===== config.mk =====
export PLATFORM = sky130hd
export DESIGN_NAME = letc_core_limp_arbiter
export DESIGN_NICKNAME = d
export VERILOG_FILES = /design/src/rtl/letc_core_pkg.sv /design/src/rtl/letc_core_rr_picker.sv /design/src/rtl/letc_core_limp_arbiter.sv
export SDC_FILE = /design/constraint.sdc
export NUM_CORES = 1
export LEC_CHECK = 0
export ABC_CLOCK_PERIOD_IN_PS = 2400
export CORE_AREA = 2 2 135 137
export CTS_BUF_LIST = sky130_fd_sc_hd__clkbuf_4 sky130_fd_sc_hd__clkbuf_8 sky130_fd_sc_hd__clkbuf_16
export CTS_CLUSTER_DIAMETER = 120
export DETAILED_ROUTE_END_ITERATION = 7
export DIE_AREA = 0 0 137 139
export SLEW_MARGIN = 10
export SYNTH_ARGS = -nofsm -noshare
export SYNTH_HDL_FRONTEND = slang
export SYNTH_SLANG_ARGS = --single-unit

===== constraint.sdc =====
create_clock -name i_clk -period 2.4 [get_ports i_clk]
set_clock_uncertainty 0.2 [all_clocks]
set_input_delay 0.24 -clock i_clk [delete_from_list [all_inputs] [get_ports i_clk]]
set_output_delay 0.24 -clock i_clk [all_outputs]
set_load 0.02 [all_outputs]

===== src/rtl/letc_core_pkg.sv =====
// Shared LETC core types: LIMP access sizes, requester indices and arbiter states.
// Imported by every LIMP-facing block.
package letc_core_pkg;

  typedef enum logic [1:0] {
    SIZE_BYTE     = 2'b00,
    SIZE_HALFWORD = 2'b01,
    SIZE_WORD     = 2'b10
  } size_e;

  localparam int NUM_LIMP_REQ = 3;
  localparam int LIMP_REQ_L1I = 0;
  localparam int LIMP_REQ_L1D = 1;
  localparam int LIMP_REQ_MMU = 2;

  typedef enum logic {
    LIMP_ARB_IDLE,
    LIMP_ARB_BUSY
  } limp_arb_state_e;

endpackage


===== src/rtl/letc_core_rr_picker.sv =====
// Round-robin picker: one-hot choice of the first set request after last_grant.
// Purely combinational; returns all-zero when no request is set.
module letc_core_rr_picker #(
  parameter int NUM_REQ = 3,
  parameter int IDX_W   = 2
) (
  input  logic [NUM_REQ-1:0] req,
  input  logic [IDX_W-1:0]   last_grant,
  output logic [NUM_REQ-1:0] pick
);

  int               idx;
  logic [IDX_W-1:0] idx_w;

  // Scan starts one past the previous owner and wraps, so the previous owner is checked last.
  always_comb begin
    pick  = '0;
    idx   = 0;
    idx_w = '0;
    for (int off = 1; off <= NUM_REQ; off++) begin
      idx   = (int'(last_grant) + off) % NUM_REQ;
      idx_w = IDX_W'(idx);
      if (req[idx_w] && (pick == '0)) begin
        pick[idx_w] = 1'b1;
      end
    end
  end

endmodule


===== src/rtl/letc_core_limp_arbiter.sv =====
// Round-robin arbiter muxing NUM_REQ LIMP requesters onto one downstream LIMP port.
// One arbitration cycle then BUSY until i_mem_ready; the grant is held for the whole transaction.
module letc_core_limp_arbiter
  import letc_core_pkg::*;
#(
  parameter int NUM_REQ = NUM_LIMP_REQ
) (
  input  logic                      i_clk,
  input  logic                      i_rst,
  input  logic [NUM_REQ-1:0]        i_req_valid,
  output logic [NUM_REQ-1:0]        o_req_ready,
  input  logic [NUM_REQ-1:0]        i_req_wen_nren,
  input  size_e [NUM_REQ-1:0]       i_req_size,
  input  logic [NUM_REQ-1:0][31:0]  i_req_addr,
  input  logic [NUM_REQ-1:0][31:0]  i_req_wdata,
  output logic [31:0]               o_req_rdata,
  output logic [NUM_REQ-1:0]        o_grant,
  output logic                      o_mem_valid,
  input  logic                      i_mem_ready,
  output logic                      o_mem_wen_nren,
  output size_e                     o_mem_size,
  output logic [31:0]               o_mem_addr,
  output logic [31:0]               o_mem_wdata,
  input  logic [31:0]               i_mem_rdata
);

  localparam int IDX_W = (NUM_REQ > 1) ? $clog2(NUM_REQ) : 1;

  limp_arb_state_e      state;
  logic [NUM_REQ-1:0]   grant;
  logic [IDX_W-1:0]     grant_idx;
  logic [IDX_W-1:0]     last_grant;
  logic [NUM_REQ-1:0]   pick;
  logic [IDX_W-1:0]     pick_idx;
  logic                 busy;
  logic                 mem_done;

  letc_core_rr_picker #(
    .NUM_REQ (NUM_REQ),
    .IDX_W   (IDX_W)
  ) u_picker (
    .req        (i_req_valid),
    .last_grant (last_grant),
    .pick       (pick)
  );

  always_comb begin
    pick_idx = '0;
    for (int i = 0; i < NUM_REQ; i++) begin
      if (pick[i]) pick_idx = IDX_W'(i);
    end
  end

  // Reset gates the outputs directly so nothing leaks while i_rst is held.
  assign busy     = (state == LIMP_ARB_BUSY) && !i_rst;
  assign mem_done = o_mem_valid && i_mem_ready;

  assign o_mem_valid    = busy && i_req_valid[grant_idx];
  assign o_mem_wen_nren = busy && i_req_wen_nren[grant_idx];
  assign o_mem_size     = busy ? i_req_size[grant_idx] : SIZE_BYTE;
  assign o_mem_addr     = busy ? i_req_addr[grant_idx]  : 32'h0;
  assign o_mem_wdata    = busy ? i_req_wdata[grant_idx] : 32'h0;
  assign o_req_ready    = mem_done ? grant : '0;
  assign o_req_rdata    = i_mem_rdata;
  assign o_grant        = i_rst ? '0 : grant;

  always_ff @(posedge i_clk) begin
    if (i_rst) begin
      state      <= LIMP_ARB_IDLE;
      grant      <= '0;
      grant_idx  <= '0;
      last_grant <= IDX_W'(NUM_REQ - 1);
    end else begin
      case (state)
        LIMP_ARB_IDLE: begin
          if (|i_req_valid) begin
            grant     <= pick;
            grant_idx <= pick_idx;
            state     <= LIMP_ARB_BUSY;
          end
        end
        LIMP_ARB_BUSY: begin
          if (mem_done) begin
            last_grant <= grant_idx;
            grant      <= '0;
            state      <= LIMP_ARB_IDLE;
          end else if (!o_mem_valid) begin
            // Owner withdrew mid-transaction: drop it without advancing the rotation.
            grant <= '0;
            state <= LIMP_ARB_IDLE;
          end
        end
        default: begin
          grant <= '0;
          state <= LIMP_ARB_IDLE;
        end
      endcase
    end
  end

  owner_holds_valid: assert property (@(posedge i_clk) disable iff (i_rst)
    (state == LIMP_ARB_BUSY) |-> i_req_valid[grant_idx]);

endmodule


==> results of run 1 <==
-- layer usage --
layer  share of wire  wire [µm]
met2            0.49       6407
met3            0.10       1358
met5               0          0
met4           0.024        313
met1            0.38       4915
-- worst min path at each step --
stage	start	to	slack, ns	depth (start not counted)
floorplan	i_rst	grant_idx[1]$_SDFFE_PP0P_	0.11	1
global placement	grant[1]$_SDFFE_PP0P_	grant[1]$_SDFFE_PP0P_	0.26	2
detailed placement	grant[1]$_SDFFE_PP0P_	grant[1]$_SDFFE_PP0P_	0.27	2
CTS	grant[1]$_SDFFE_PP0P_	grant[1]$_SDFFE_PP0P_	0.28	2
global route	i_mem_rdata[7]	o_req_rdata[7]	0.28	0
finish	grant[1]$_SDFFE_PP0P_	grant[1]$_SDFFE_PP0P_	0.28	2
-- cells in the mapped netlist, types with 2 or more instances --
cell type  count
inv_1          6
mux2i_1       70
dfxtp_1        8
o21ai_0        5
nor2b_1        5
buf_4         34
buf_2         19
nand2_1       13
nor2_1       141
nor3_1         3
ha_1           4
buf_1          3
o211ai_1       3
and2_1         3
clkbuf_1      11
a32oi_1        2
o31ai_1        2
a21oi_1       67
nor3_4         2
-- area by class of cell --
class | count | share of cell area
Timing Repair Buffer | 321 | 0.5560
Multi-Input combinational cell | 341 | 0.3499
Tap cell | 229 | 0.04845
Sequential cell | 8 | 0.02792
Clock buffer | 4 | 0.01396
Inverter | 6 | 0.003808
-- stage by stage --
stage | cells | total power [µW] | util | hold slack (ns)
after floorplan | 422 | 748.5 | - | 0.1079
after global placement | 890 | 1311 | 0.3200 | 0.2608
after detailed placement | 890 | 1313 | 0.3200 | 0.2689
after CTS | 901 | 1624 | 0.3262 | 0.2787
after global routing | 909 | 1735 | 0.3350 | 0.2800
final | 909 | 1622 | 0.3350 | 0.2771
-- cell families (layout without fill, tap and decap cells) --
group | count (synthesis) | after routing
AND/OR/NAND/NOR | 176 | 176
adder cells (fa/ha/maj) | 4 | 4
flip-flops | 8 | 8
buffers and inverters | 73 | 331
multiplexers | 71 | 71
AO/OA/AOI/OAI | 90 | 90
-- tightest hold or removal path: stages (launching register included) --
cell,delay [ns]
dfxtp_1,0.34
nand2_1,0.05
o21ai_0,0.06
-- power by group through the flow --
stage                     Combinational [µW]  Clock [µW]  Sequential (µW)
after floorplan                          600           0              148
after global placement                  1150           0              159
after detailed placement                1150           0              159
after CTS                               1170         303              156
after global routing                    1270         309              158
final                                   1170         298              156
-- layout by cell type, fill, tap and decap left out, drive strengths merged --
cell,count
nand2b,1
o211ai,3
o31ai,2
o2111ai,1
nor3,5
buf,39
a311oi,1
a22o,1
o32ai,1
inv,6
dlymetal6s2s,28
nand2,14
bufbuf,1
or2b,1
dfxtp,8
mux2,1
dlygate4sd2,41
o311ai,1
and2,4
clkdlybuf4s15,2
ha,4
clkdlybuf4s50,209
nand3b,1
o2bb2ai,1
nor4b,1
nor2b,5
o22ai,1
a32oi,2
or3b,1
o31a,1
and3b,1
a2bb2oi,1
nor2,141
a31oi,1
a21oi,68
o21ai,5
mux2i,70
nand4bb,1
clkbuf,5
-- registers in the layout (all words and copies together) (netlist names) --
signal,flops
state,1
grant,3
grant_idx,2
last_grant,2
-- repair_timing --
action,in CTS,in global routing
cloned,1,1
buffers inserted,6,7
resized for setup,44,31
hold buffers,0,0
setup endpoints to repair,61,31
==> results_dict.tcl, run 1 <==
set metrics [dict create \
    vias 3810 \
    use_met2 0.2291 \
    drt-total-wl_um 12990 \
    synth.cell_area_um2 2641 \
    hp-class "register to register" \
    cap_viol_max_count 0 \
    gp_congestion 0.8261 \
    cts_tree "built" \
    drtIter0Drc 114 \
    clk_latency_ns 0.23 \
    initial_core_util 0.1496 \
    p_clk_frac 0.184 \
    cp-end-kind "output port" \
    seq_area_frac_synth 0.06063 \
    root_buffer "clkbuf_16" \
    antenna_cells 0 \
    drive_above_1_share 0.08824 \
    yosysUniqueCellTypes 40 \
    swShare 0.3629 \
    syn-mean-instance-area_um2 6.259 \
    area_growth_pct 123.9 \
    pwr-share-comb 0.720 \
    seqCellArea_um2 165.2 \
    critical_path_required_ns 1.96 \
    nets 924 \
    cp_num_buf_inv 3 \
    status "finished clean" \
    io_buffers 280 \
    hold_violations 0 \
    cp_cell_sequence "buf_4, clkbuf_16, mux2i_1, nor2_1, a21oi_1, nor2_1, dlygate4sd2_1" \
    reg2reg_slack_ns 0.12 \
    internal_power_uw 1033 \
    first_pass_iters 5 \
    grt.busiest_layer "met2" \
    fin_area_um2 5914 \
    maxSlewHeadroom 0.6810 \
    reg2reg_to "grant[2]$_SDFFE_PP0P_" \
    max_stage_delay_ns 0.46 \
    synthXorXnorAreaFrac 0 \
    max_freq_mhz 436.9 \
    die_h_um 139 \
    route.detailed.drc 0 \
    die_w_um 137 \
    ios 345 \
    min_period_over_period 0.9537 \
    r2r_cells 8 \
    r2r-start "last_grant[0]$_SDFFE_PP0P_" \
    slowest_stage "dfxtp_4" \
    dpl.hpwl_um 10040 \
    setup_viol 0 \
    drv_slew 0 \
    ys_top_cells_by_area "mux2i_1 (27%), nor2_1 (20%), a21oi_1 (13%)" \
    arrival_ns 1.85 \
    setup_ws_ns 0.1110 \
    clkTransAtPathRegs_ns 0.04 \
    crit_path_max_fanout 10 \
    synth-simple-area-share 0.2838 \
    start_kind "register" \
    synth_top_area_share 0.2653 \
    synth.mux.area_fraction 0.2695 \
    placed_cell_area_um2 5650 \
    crit_family "buffers and inverters" \
    cp.depth 7 \
    antenna_found_initial 0 \
    ys_ff_latch 8 \
    multiInputGateArea_um2 2069 \
    fillers 1892 \
    pre_cts_slack_ns 0.01197 \
    synth_fa_ha_area_frac 0.01895 \
    synth_edf_count 0 \
    clk_path_buf_depth 2 \
    coreArea_um2 17660 \
    crit_path_frequent_cell "nor2_1" \
    synth-compound-area-share 0.2061 \
    overflow 0 \
    crit_start "grant_idx[0]$_SDFFE_PP0P_" \
    period_needed_ns 2.289 \
    synthCells 422 \
    endpoint "o_mem_addr[22]" \
    p_leak_uw 0.002836 \
    die-area_um2 19040 \
    peakVddDrop_v 0.0001786 \
    pwr-share-seq 0.096 \
    rsz0062_at_grt "no" \
    cts_sinks 8 \
    grt_max_degree 42 \
    grt_pass1_wl_um 18950 \
    synth_top_family_by_area "simple AND/OR/NAND/NOR gates" \
    cts.htree.levels 1 \
    tightest_slew_ns 0.4785 \
    drtAntennaViolNets 0 \
    syn-num-nets 665 \
    grt.met3_usage 0.02924 \
    p_per_area_nw_per_um2 274.2 \
    grt_usage 0.1229 \
    grt_pass1_vias 3754 \
    synth-async-reset-ratio 0 \
    p_sw_uw 588.4 \
    ys_dominant_reg_cell "dfxtp_1" \
    viasPerCell 4.191 \
    synth_top_area_cell "mux2i_1" \
    cts_made_buffers 3 \
    wl_per_cell_um 14.29 \
    met1_usage 0.1355 \
    row_count 49 \
    worst-setup-path-type "register to output port" \
    yosysWarnings 0 \
    fin_tns_setup_ns 0 \
]
Power figures use the tool's default switching activity.
==> inputs of run 2 (changes only) <==
--- a/config.mk
+++ b/config.mk
@@ -7,7 +7,7 @@
 export LEC_CHECK = 0
 export ABC_CLOCK_PERIOD_IN_PS = 2400
 export CORE_AREA = 2 2 135 137
-export CTS_BUF_LIST = sky130_fd_sc_hd__clkbuf_4 sky130_fd_sc_hd__clkbuf_8 sky130_fd_sc_hd__clkbuf_16
+export CTS_BUF_LIST = sky130_fd_sc_hd__clkbuf_4 sky130_fd_sc_hd__clkbuf_8
 export CTS_CLUSTER_DIAMETER = 120
 export DETAILED_ROUTE_END_ITERATION = 7
 export DIE_AREA = 0 0 137 139
==> results_dict.tcl, run 2 (synthesis results as in run 1) <==
set metrics [dict create \
    ctsHoldBuffers 0 \
    tightest_slew_ns 0.4736 \
    min_period_over_period 0.9683 \
    die_w_um 137 \
    cp-end-kind "output port" \
    grt_pass1_vias 3738 \
    peakVddDrop_v 0.0001575 \
    dpl.hpwl_um 10040 \
    critical_path_required_ns 1.96 \
    clkTransAtPathRegs_ns 0.05 \
    period_needed_ns 2.324 \
    drive_above_1_share 0.09398 \
    gp_congestion 0.8261 \
    first_pass_iters 4 \
    crit_family "buffers and inverters" \
    cp_num_buf_inv 2 \
    maxSlewHeadroom 0.6843 \
    crit_path_max_fanout 6 \
    root_buffer "clkbuf_8" \
    vias 3784 \
    overflow 0 \
    cts_sinks 8 \
    drtIter0Drc 127 \
    cts.htree.levels 1 \
    setup_ws_ns 0.07612 \
    max_stage_delay_ns 0.54 \
    reg_top3 "grant x3, grant_idx x2, last_grant x2" \
    clk_latency_ns 0.23 \
    grt_usage 0.1222 \
    rsz0062_at_grt "yes" \
    cp_cell_sequence "mux2i_1, a2bb2oi_2, buf_4, nor2_1, clkdlybuf4s50_1" \
    drv_slew 0 \
    viasPerCell 4.158 \
    pre_cts_slack_ns 0.01197 \
    worst-setup-path-type "register to output port" \
    grt_pass1_wl_um 18890 \
    p_leak_uw 0.002786 \
    area_growth_pct 123.4 \
    start_kind "register" \
    row_count 49 \
    hold_violations 0 \
    wl_per_cell_um 14.58 \
    antenna_found_initial 0 \
    drt-total-wl_um 13270 \
    cts_made_buffers 3 \
    p_per_area_nw_per_um2 257.4 \
    largest_register "grant" \
    io_buffers 280 \
    status "finished clean" \
    nets 925 \
    max_freq_mhz 430.3 \
    fin_util 0.3343 \
    route.detailed.drc 0 \
    arrival_ns 1.88 \
    clk_path_buf_depth 2 \
    die-area_um2 19040 \
    cap_viol_max_count 0 \
    drtAntennaViolNets 0 \
    grt_max_degree 42 \
    initial_core_util 0.1496 \
    slowest_stage "clkdlybuf4s50_1" \
    layout_common_cells "clkdlybuf4s50_1 (211), nor2_1 (141), mux2i_1 (70), a21oi_1 (66), dlygate4sd2_1 (37)" \
    coreArea_um2 17660 \
    die_h_um 139 \
    hp-class "input port to output port" \
    ios 345 \
    cts_tree "built" \
    antenna_cells 0 \
    setup_viol 0 \
    largest_reg_flops 3 \
    layout_commonest_cell "clkdlybuf4s50_1" \
]
## run 2: area by class of cell
type                    count  area, µm²
repair buffers            322       3309
fillers                  1888      11760
clock buffers               4      48.80
multi-input cells         341       2069
inverters                   6      22.52
flip-flops and latches      8      165.2
well taps                 229      286.5
## run 2: timing repair
action | CTS | global route
gates resized for setup | 44 | 39
buffers inserted | 6 | 7
endpoints found under the setup margin | 62 | 31
cloned | 1 | 2
## run 2: power breakdown
| group | switching (µW) | leakage, µW | internal, µW |
|---|---|---|---|
| clock | 56.8 | 0.0000262 | 127 |
| combinational | 517 | 0.00269 | 664 |
| sequential | 11.8 | 0.0000666 | 143 |
## run 2: routing by layer
metal / GRT usage / routed length (µm) / part of all wire
met2: 0.2281 / 6561 / 0.49
met1: 0.1360 / 5104 / 0.38
met5: 0 / 0 / 0
met4: 0.03527 / 317 / 0.024
met3: 0.02705 / 1287 / 0.097
## run 2: path summary, 6_finish.rpt
check                              from                    end  slack, ns  cells past startpoint
min                     i_mem_rdata[22]        o_req_rdata[22]       0.28                      0
max reg2reg  last_grant[0]$_SDFFE_PP0P_  grant[2]$_SDFFE_PP0P_       0.13                      8
min reg2reg       grant[1]$_SDFFE_PP0P_  grant[1]$_SDFFE_PP0P_       0.28                      2
max           grant_idx[0]$_SDFFE_PP0P_            o_mem_valid       0.08                      5
## run 2: stage by stage
step                      power, µW  instances  hold WS (ns)  instance area, µm²  setup TNS [ns]
after CTS                      1506        901        0.2799                5727               0
final                          1519        910        0.2800                5902               0
after global routing           1626        910        0.2800                5902        -0.02447
after floorplan               748.5        422        0.1079                2641               0
after global placement         1311        890        0.2608                5650               0
after detailed placement       1313        890        0.2689                5650               0
